## config.mk

```make
export PLATFORM = sky130hd
export DESIGN_NAME = color_centroid_tracker
export DESIGN_NICKNAME = d
export VERILOG_FILES = /design/src/rtl/centroid_pkg.sv /design/src/rtl/serial_divider.sv /design/src/rtl/color_centroid_tracker.sv
export SDC_FILE = /design/constraint.sdc
export NUM_CORES = 2
export LEC_CHECK = 0
export BUFFER_PORTS_ARGS = -buffer_cell sky130_fd_sc_hd__buf_4
export CAP_MARGIN = 40
export CORE_AREA = 2 2 451 453
export DETAILED_ROUTE_END_ITERATION = 8
export DIE_AREA = 0 0 453 455
export GPL_TIMING_DRIVEN = 0
export HOLD_SLACK_MARGIN = 0.02
export SYNTH_ARGS = -nofsm -noshare
export SYNTH_HDL_FRONTEND = slang
export SYNTH_SLANG_ARGS = --single-unit
```

## constraint.sdc

```tcl
create_clock -name clk -period 26.2 [get_ports clk]
set_input_delay 0 -clock clk [delete_from_list [all_inputs] [get_ports clk]]
set_output_delay 0 -clock clk [all_outputs]
set_load 0.01 [all_outputs]
```

## src/rtl/centroid_pkg.sv

```systemverilog
`default_nettype none
// ============================================================================
// Module      : centroid_pkg
// Description : Shared widths, FSM state type and division-slot constants
//               for the colour centroid tracker.
// Revision    : 1.0 - initial release
// ============================================================================
package centroid_pkg;

  localparam int X_W        = 10;               // coordinate / centroid width
  localparam int COST_W     = 9;                // per-pixel cost width
  localparam int SUMW_W     = 28;               // total-cost accumulator width
  localparam int SUMC_W     = 38;               // weighted-coordinate accumulator width
  localparam int PROD_W     = X_W + COST_W;     // cost * coordinate product width
  localparam int NUM_COLORS = 3;                // red, green, blue
  localparam int NUM_DIVS   = 6;                // x and y per colour
  localparam int IDX_W      = 3;                // division slot index width

  typedef enum logic [1:0] {
    IDLE = 2'd0,
    DIV  = 2'd1,
    DONE = 2'd2
  } state_t;

  // Division slots, issued in this order; bit 0 selects y, bits [2:1] the colour.
  localparam logic [IDX_W-1:0] DIV_RX = 3'd0;
  localparam logic [IDX_W-1:0] DIV_RY = 3'd1;
  localparam logic [IDX_W-1:0] DIV_GX = 3'd2;
  localparam logic [IDX_W-1:0] DIV_GY = 3'd3;
  localparam logic [IDX_W-1:0] DIV_BX = 3'd4;
  localparam logic [IDX_W-1:0] DIV_BY = 3'd5;

  // Colour (0=red, 1=green, 2=blue) that a division slot belongs to.
  function automatic logic [1:0] div_color(input logic [IDX_W-1:0] idx);
    return idx[2:1];
  endfunction

  // True when a division slot computes the y coordinate.
  function automatic logic div_is_y(input logic [IDX_W-1:0] idx);
    return idx[0];
  endfunction

endpackage
`default_nettype wire

```

## src/rtl/serial_divider.sv

```systemverilog
`default_nettype none
// ============================================================================
// Module      : serial_divider
// Description : Restoring unsigned divider, one quotient bit per cycle.
//               The upper dividend bits seed the partial remainder so only
//               X_W iterations are needed; quotients that do not fit X_W bits
//               saturate to all-ones. Truncating.
//               Timing: load on start, X_W iterate cycles, 1 capture cycle.
// Revision    : 1.0 - initial release
// ============================================================================
module serial_divider
  import centroid_pkg::*;
(
  input  logic              clk,
  input  logic              reset,
  input  logic              start,
  input  logic [SUMC_W-1:0] dividend,
  input  logic [SUMW_W-1:0] divisor,
  output logic [X_W-1:0]    quotient,
  output logic              done
);

  localparam int CNT_W = $clog2(X_W + 1);

  logic [SUMW_W-1:0] rem;       // partial remainder
  logic [SUMW_W-1:0] dvsr;      // latched divisor
  logic [X_W-1:0]    low_bits;  // dividend bits still to be shifted in
  logic [X_W-1:0]    q_acc;     // quotient under construction
  logic              sat;       // quotient cannot fit X_W bits
  logic              active;
  logic [CNT_W-1:0]  cnt;

  logic [SUMW_W:0]   trial;
  logic [SUMW_W:0]   diff;
  logic              fits;

  // One restoring step: shift next dividend bit in, subtract if it fits
  always_comb begin
    trial = {rem, low_bits[X_W-1]};
    diff  = trial - {1'b0, dvsr};
    fits  = (trial >= {1'b0, dvsr});
  end

  // Load / iterate / capture sequencing
  always_ff @(posedge clk or posedge reset) begin
    if (reset) begin
      rem      <= '0;
      dvsr     <= '0;
      low_bits <= '0;
      q_acc    <= '0;
      sat      <= 1'b0;
      active   <= 1'b0;
      cnt      <= '0;
      quotient <= '0;
      done     <= 1'b0;
    end else begin
      done <= 1'b0;
      if (start) begin
        rem      <= dividend[SUMC_W-1:X_W];
        low_bits <= dividend[X_W-1:0];
        dvsr     <= divisor;
        // Upper part already >= divisor means quotient >= 2^X_W (also divisor 0)
        sat      <= (dividend[SUMC_W-1:X_W] >= divisor);
        q_acc    <= '0;
        cnt      <= CNT_W'(X_W);
        active   <= 1'b1;
      end else if (active) begin
        if (cnt != '0) begin
          rem      <= fits ? diff[SUMW_W-1:0] : trial[SUMW_W-1:0];
          low_bits <= {low_bits[X_W-2:0], 1'b0};
          q_acc    <= {q_acc[X_W-2:0], fits};
          cnt      <= cnt - 1'b1;
        end else begin
          quotient <= sat ? '1 : q_acc;
          done     <= 1'b1;
          active   <= 1'b0;
        end
      end
    end
  end

endmodule
`default_nettype wire

```

## src/rtl/color_centroid_tracker.sv

```systemverilog
`default_nettype none
// ============================================================================
// Module      : color_centroid_tracker
// Description : Accumulates cost-weighted x/y sums and total cost for red,
//               green and blue over a frame, then computes each colour's
//               centroid with one shared serial divider at frame end.
// Revision    : 1.0 - initial release
// ============================================================================
module color_centroid_tracker
  import centroid_pkg::*;
#(
  parameter int MIN_WEIGHT = 64
) (
  input  logic              clk,
  input  logic              reset,
  input  logic              pixel_valid,
  input  logic [X_W-1:0]    pixel_x,
  input  logic [X_W-1:0]    pixel_y,
  input  logic [COST_W-1:0] pixel_red_cost,
  input  logic [COST_W-1:0] pixel_green_cost,
  input  logic [COST_W-1:0] pixel_blue_cost,
  input  logic              frame_done,
  output logic [X_W-1:0]    red_x,
  output logic [X_W-1:0]    red_y,
  output logic [X_W-1:0]    green_x,
  output logic [X_W-1:0]    green_y,
  output logic [X_W-1:0]    blue_x,
  output logic [X_W-1:0]    blue_y,
  output logic [2:0]        found,
  output logic              result_valid,
  output logic              busy,
  output logic              overrun
);

  logic [COST_W-1:0] cost    [NUM_COLORS];
  logic [PROD_W-1:0] prod_x  [NUM_COLORS];
  logic [PROD_W-1:0] prod_y  [NUM_COLORS];
  logic [SUMW_W-1:0] acc_w   [NUM_COLORS];
  logic [SUMC_W-1:0] acc_sx  [NUM_COLORS];
  logic [SUMC_W-1:0] acc_sy  [NUM_COLORS];
  logic [SUMW_W-1:0] next_w  [NUM_COLORS];
  logic [SUMC_W-1:0] next_sx [NUM_COLORS];
  logic [SUMC_W-1:0] next_sy [NUM_COLORS];
  logic [SUMW_W-1:0] snap_w  [NUM_COLORS];
  logic [SUMC_W-1:0] snap_sx [NUM_COLORS];
  logic [SUMC_W-1:0] snap_sy [NUM_COLORS];
  logic [2:0]        found_c;             // indexed by colour (0=red)

  state_t            state;
  state_t            state_next;
  logic              launch;              // first DIV cycle: start slot 0
  logic [IDX_W-1:0]  idx;                 // slot currently in the divider
  logic [IDX_W-1:0]  sel_idx;             // slot whose operands feed the divider
  logic [X_W-1:0]    stage [NUM_DIVS];
  logic              frame_start;
  logic              frame_drop;

  logic              div_start;
  logic              div_done;
  logic [SUMC_W-1:0] div_dividend;
  logic [SUMW_W-1:0] div_divisor;
  logic [X_W-1:0]    div_quotient;
  logic [X_W-1:0]    q_masked;

  assign cost[0] = pixel_red_cost;
  assign cost[1] = pixel_green_cost;
  assign cost[2] = pixel_blue_cost;

  // A frame is snapshotted only when idle; otherwise a sequence still owns
  // the snapshots, so the new frame is thrown away.
  assign frame_start = frame_done && (state == IDLE);
  assign frame_drop  = frame_done && (state != IDLE);

  for (genvar c = 0; c < NUM_COLORS; c++) begin : g_color
    assign prod_x[c]  = PROD_W'(cost[c]) * PROD_W'(pixel_x);
    assign prod_y[c]  = PROD_W'(cost[c]) * PROD_W'(pixel_y);
    assign next_w[c]  = acc_w[c]  + (pixel_valid ? SUMW_W'(cost[c])   : '0);
    assign next_sx[c] = acc_sx[c] + (pixel_valid ? SUMC_W'(prod_x[c]) : '0);
    assign next_sy[c] = acc_sy[c] + (pixel_valid ? SUMC_W'(prod_y[c]) : '0);
    assign found_c[c] = (snap_w[c] >= SUMW_W'(MIN_WEIGHT));
  end

  // Running sums; frame_done snapshots (when idle) and always clears them
  always_ff @(posedge clk or posedge reset) begin
    if (reset) begin
      for (int c = 0; c < NUM_COLORS; c++) begin
        acc_w[c]   <= '0;
        acc_sx[c]  <= '0;
        acc_sy[c]  <= '0;
        snap_w[c]  <= '0;
        snap_sx[c] <= '0;
        snap_sy[c] <= '0;
      end
    end else begin
      for (int c = 0; c < NUM_COLORS; c++) begin
        if (frame_done) begin
          acc_w[c]  <= '0;
          acc_sx[c] <= '0;
          acc_sy[c] <= '0;
          if (frame_start) begin
            snap_w[c]  <= next_w[c];
            snap_sx[c] <= next_sx[c];
            snap_sy[c] <= next_sy[c];
          end
        end else begin
          acc_w[c]  <= next_w[c];
          acc_sx[c] <= next_sx[c];
          acc_sy[c] <= next_sy[c];
        end
      end
    end
  end

  // FSM state register
  always_ff @(posedge clk or posedge reset) begin
    if (reset) state <= IDLE;
    else       state <= state_next;
  end

  // FSM next state, status outputs and divider launch
  always_comb begin
    state_next   = state;
    busy         = 1'b0;
    result_valid = 1'b0;
    div_start    = 1'b0;
    case (state)
      IDLE: begin
        if (frame_start) state_next = DIV;
      end
      DIV: begin
        busy      = 1'b1;
        div_start = launch || (div_done && (idx != DIV_BY));
        if (div_done && (idx == DIV_BY)) state_next = DONE;
      end
      DONE: begin
        result_valid = 1'b1;
        state_next   = IDLE;
      end
      default: state_next = IDLE;
    endcase
  end

  // Divider operand selection: back-to-back launch uses the following slot
  always_comb begin
    sel_idx      = (launch || (idx == DIV_BY)) ? idx : idx + 3'd1;
    div_dividend = div_is_y(sel_idx) ? snap_sy[div_color(sel_idx)]
                                     : snap_sx[div_color(sel_idx)];
    div_divisor  = snap_w[div_color(sel_idx)];
    q_masked     = found_c[div_color(idx)] ? div_quotient : '0;
  end

  // Division slot counter and quotient staging
  always_ff @(posedge clk or posedge reset) begin
    if (reset) begin
      launch <= 1'b0;
      idx    <= DIV_RX;
      for (int i = 0; i < NUM_DIVS; i++) stage[i] <= '0;
    end else begin
      launch <= frame_start;
      if (frame_start) begin
        idx <= DIV_RX;
      end else if ((state == DIV) && div_done && (idx != DIV_BY)) begin
        idx <= idx + 3'd1;
      end
      if ((state == DIV) && div_done) stage[idx] <= q_masked;
    end
  end

  // Result registers, updated together as the sequence finishes
  always_ff @(posedge clk or posedge reset) begin
    if (reset) begin
      red_x   <= '0;
      red_y   <= '0;
      green_x <= '0;
      green_y <= '0;
      blue_x  <= '0;
      blue_y  <= '0;
      found   <= '0;
      overrun <= 1'b0;
    end else begin
      overrun <= frame_drop;
      if ((state == DIV) && div_done && (idx == DIV_BY)) begin
        red_x   <= stage[DIV_RX];
        red_y   <= stage[DIV_RY];
        green_x <= stage[DIV_GX];
        green_y <= stage[DIV_GY];
        blue_x  <= stage[DIV_BX];
        blue_y  <= q_masked;
        found   <= {found_c[0], found_c[1], found_c[2]};
      end
    end
  end

  serial_divider u_div (
    .clk      (clk),
    .reset    (reset),
    .start    (div_start),
    .dividend (div_dividend),
    .divisor  (div_divisor),
    .quotient (div_quotient),
    .done     (div_done)
  );

endmodule
`default_nettype wire

```

==> results.json <==
{
  "status": "finished clean",
  "placed_area_um2": 64700,
  "fin_ws_ns": 18.92,
  "final_cells": 9656,
  "areaGrowthSynthToFinish_pct": 13.26,
  "seqCellArea_um2": 20950,
  "synthAdderAreaFrac": 0.2082,
  "post_cts_resized": 0,
  "hold_depth": 5,
  "die_h_um": 455,
  "required_ns": 26.77,
  "cts_buffer_depth": 3,
  "synth-compound-area-share": 0.1081,
  "cts_buffers": 90,
  "fin_skew_ns": 0.03713,
  "clkTransAtPathRegs_ns": 0.07,
  "num-fill-cells": 20736,
  "syn_avg_cell_area_um2": 9.012,
  "power.density_nw_per_um2": 76.83,
  "port_buffers": 113,
  "worstSkewPairLatency_ns": 0.71,
  "cp_max_fo": 10,
  "initial_utilization": 0.2980,
  "ant_nets": 0,
  "grt_max_degree": 127,
  "wl_um": 188900,
  "synth_xor_area_frac": 0.05650,
  "criticalPathCategory": "input port to flop",
  "dp.cells": 9477,
  "slew_headroom": 0.3725,
  "cts_tree": "yes",
  "leakagePower_nw": 33.00,
  "wl_per_cell_um": 19.56,
  "place.gp.congestion": 0.9289,
  "dieWidth_um": 453,
  "synthTopCellsByCount": "1,161 x nand2_1, 837 x dfrtp_1, 587 x inv_1",
  "synth-seq-cells": 837,
  "postLayoutCellArea_um2": 67950,
  "grt_pass1_vias": 48132,
  "drive_gt1_frac": 0.05643,
  "firstDrtPassIters": 6,
  "post_cts_buffers": 0,
  "netlist_area_um2": 59990,
  "core_um2": 201300,
  "multi_input_area_um2": 35610,
  "maxCapViolCount": 0,
  "synth_fp_nets": 7495,
  "synth_warnings": 0,
  "synth.most_common_cell": "nand2_1",
  "nets": 7745,
  "worstPathArrival_ns": 7.85,
  "dieArea_um2": 206100,
  "critPathLaunchType": "input port",
  "yosys_most_used_dff": "dfrtp_1",
  "antenna_found_initial": 13,
  "async_flop_share": 1.000,
  "total_power_mw": 5.221,
  "synth_top_family_by_area": "adder cells",
  "postSynthCellCount": 6657,
  "muxShareOfSynthArea": 0.02803,
  "vias": 48042,
  "reg2reg_depth": 20,
  "dp_slack_ns": 18.70,
  "ys_types": 86,
  "synth_top_cells_by_area": "dfrtp_1 35%, fa_1 12%, ha_1 9.1%",
  "tightest_slew_ns": 0.9412,
  "grt_setup_unrepaired": "no",
  "finalCritPeriodShare": 0.2779,
  "setup_viol": 0,
  "drtIter0Drc": 3931,
  "drv_slew": 0,
  "cts_root_buffer": "clkbuf_16",
  "min_period_ns": 7.281,
  "end_kind": "flop",
  "ys_seq_area_frac": 0.3491,
  "synth_edf_count": 0,
  "finalHoldViolCount": 0,
  "yosys.area_share.simple": 0.1928,
  "overflow": 0,
  "whs_ns": 0.08498,
  "grt.total_usage": 0.1821,
  "io_pins": 117,
  "clock_sinks": 837,
  "hold_class": "input port to flop",
  "fp-row-count": 165,
  "drc": 0,
  "dp_hpwl_um": 150100,
  "peakVddDrop_mv": 0.05071,
  "grt_pass1_wl_um": 289100,
  "synth_largest_area_cell": "dfrtp_1",
  "via_per_inst": 4.975,
  "fmax_ghz": 0.1373,
  "synth_top_area_share": 0.3491,
  "h-tree-depth": 3
}
## layout by cell type, fill, tap and decap left out, types with 13 or more instances in the layout
cell / synthesis / routed
a21o_1: 80 / 80
a211oi_1: 14 / 14
nor3_1: 46 / 46
and4_1: 14 / 14
o21bai_1: 40 / 40
o21a_1: 23 / 23
clkinv_2: 0 / 20
buf_2: 15 / 18
mux2i_1: 78 / 78
nor4_1: 19 / 19
xor2_1: 197 / 197
fa_1: 352 / 352
a21oi_1: 265 / 265
nor2_1: 478 / 478
a41oi_1: 13 / 13
dfrtp_1: 837 / 837
nor2b_1: 59 / 59
inv_1: 587 / 586
xnor2_1: 190 / 190
ha_1: 435 / 435
and3_1: 65 / 65
mux4_2: 38 / 38
nand4_1: 50 / 50
clkbuf_8: 0 / 16
o21ai_0: 192 / 192
clkbuf_16: 0 / 92
nand2_1: 1161 / 1161
and2_1: 416 / 416
nand2b_1: 19 / 19
o31ai_1: 15 / 15
o21ai_1: 331 / 331
o211ai_1: 21 / 21
a31oi_1: 24 / 23
buf_4: 1 / 122
or3_1: 26 / 26
clkbuf_1: 286 / 300
nand3_1: 108 / 108
## flip-flops by register name, summed over array words and instances, names as in the netlist, 3 cells and up
| name | cells |
|---|---|
| found | 3 |
| u_div.cnt | 4 |
| idx | 3 |
| u_div.low_bits | 10 |
| acc_sx | 114 |
| u_div.quotient | 10 |
| u_div.q_acc | 10 |
| snap_w | 84 |
| red_x | 10 |
| green_y | 10 |
| snap_sy | 114 |
| u_div.rem | 28 |
| acc_w | 84 |
| green_x | 10 |
| blue_x | 10 |
| snap_sx | 114 |
| red_y | 10 |
| blue_y | 10 |
| acc_sy | 114 |
| stage | 50 |
| u_div.dvsr | 28 |
## stage by stage
step / util / TNS [ns]
5_1_grt: 0.3376 / 0
4_1_cts: 0.3375 / 0
3_5_place_dp: 0.3214 / 0
3_3_place_gp: 0.3189 / -5534.23
2_1_floorplan: - / 0
6_report: 0.3376 / 0
## final cells by class
type	count	area share
tap	2672	0.04920
antenna	2	0.00007366
sequential	837	0.3082
clock buffer	122	0.03790
buffer	316	0.01801
timing repair buffer	158	0.02134
inverter	590	0.03270
clock inverter	45	0.008397
multi-input combinational	4914	0.5241
## critical path, stage by stage
cell and delay [ns]:
dlygate4sd3_1 0.52, buf_4 0.25, clkbuf_1 0.59, nand2_1 0.19, fa_1 0.55, fa_1 0.54, inv_1 0.05, fa_1 0.52
inv_1 0.05, fa_1 0.53, inv_1 0.04, ha_1 0.34, inv_1 0.06, o21bai_1 0.17, a31o_1 0.20, a41oi_1 0.16
nor2b_1 0.18, xnor2_1 0.51, and2_1 0.25, ha_1 0.25, inv_1 0.14, nor2_1 0.06, o41a_1 0.42, o311ai_2 0.44
a21oi_2 0.26, nand4_1 0.18, xor2_1 0.24, o21ai_1 0.09
## logic make-up after synthesis
kind of cell / after synthesis
adder cells (fa/ha/maj): 787
buffers and inverters: 906
multiplexers: 120
AND/OR/NAND/NOR: 2514
XOR/XNOR: 387
flip-flops: 837
AO/OA/AOI/OAI: 1106
## path summary, 6_finish.rpt
path                            slack, ns          end          startpoint
worst max register to register      20.14    u_div.sat              idx[1]
max in group asynchronous           23.18   acc_sx[17]               reset
worst min-delay path                 0.08     acc_w[6]  pixel_blue_cost[6]
min in group asynchronous            0.55    blue_x[9]               reset
worst min register to register       0.46   green_y[2]           stage[22]
worst max-delay path                18.92  snap_sx[68]          pixel_x[0]
## layer usage
metal,part of all wire,global-route usage,vias to the layer above
met4,0.032,0.05771,0
met3,0.067,0.03059,262
met1,0.44,0.2499,24058
li1,-,-,22239
met2,0.46,0.2920,1483
met5,0,0,-
## timing repair
action / in CTS / in global routing
endpoints found under the hold margin: 328 / 0
setup endpoints to repair: 0 / 0
hold buffers: 10 / 0
## power by group
group	switching [mW]	internal, mW	leakage [nW]
combinational	1.55	0.925	19.9
clock	0.568	0.802	1.55
sequential	0.0218	1.36	11.6
total	2.14	3.08	33.0
No activity file was read; power rests on OpenSTA's default activity.
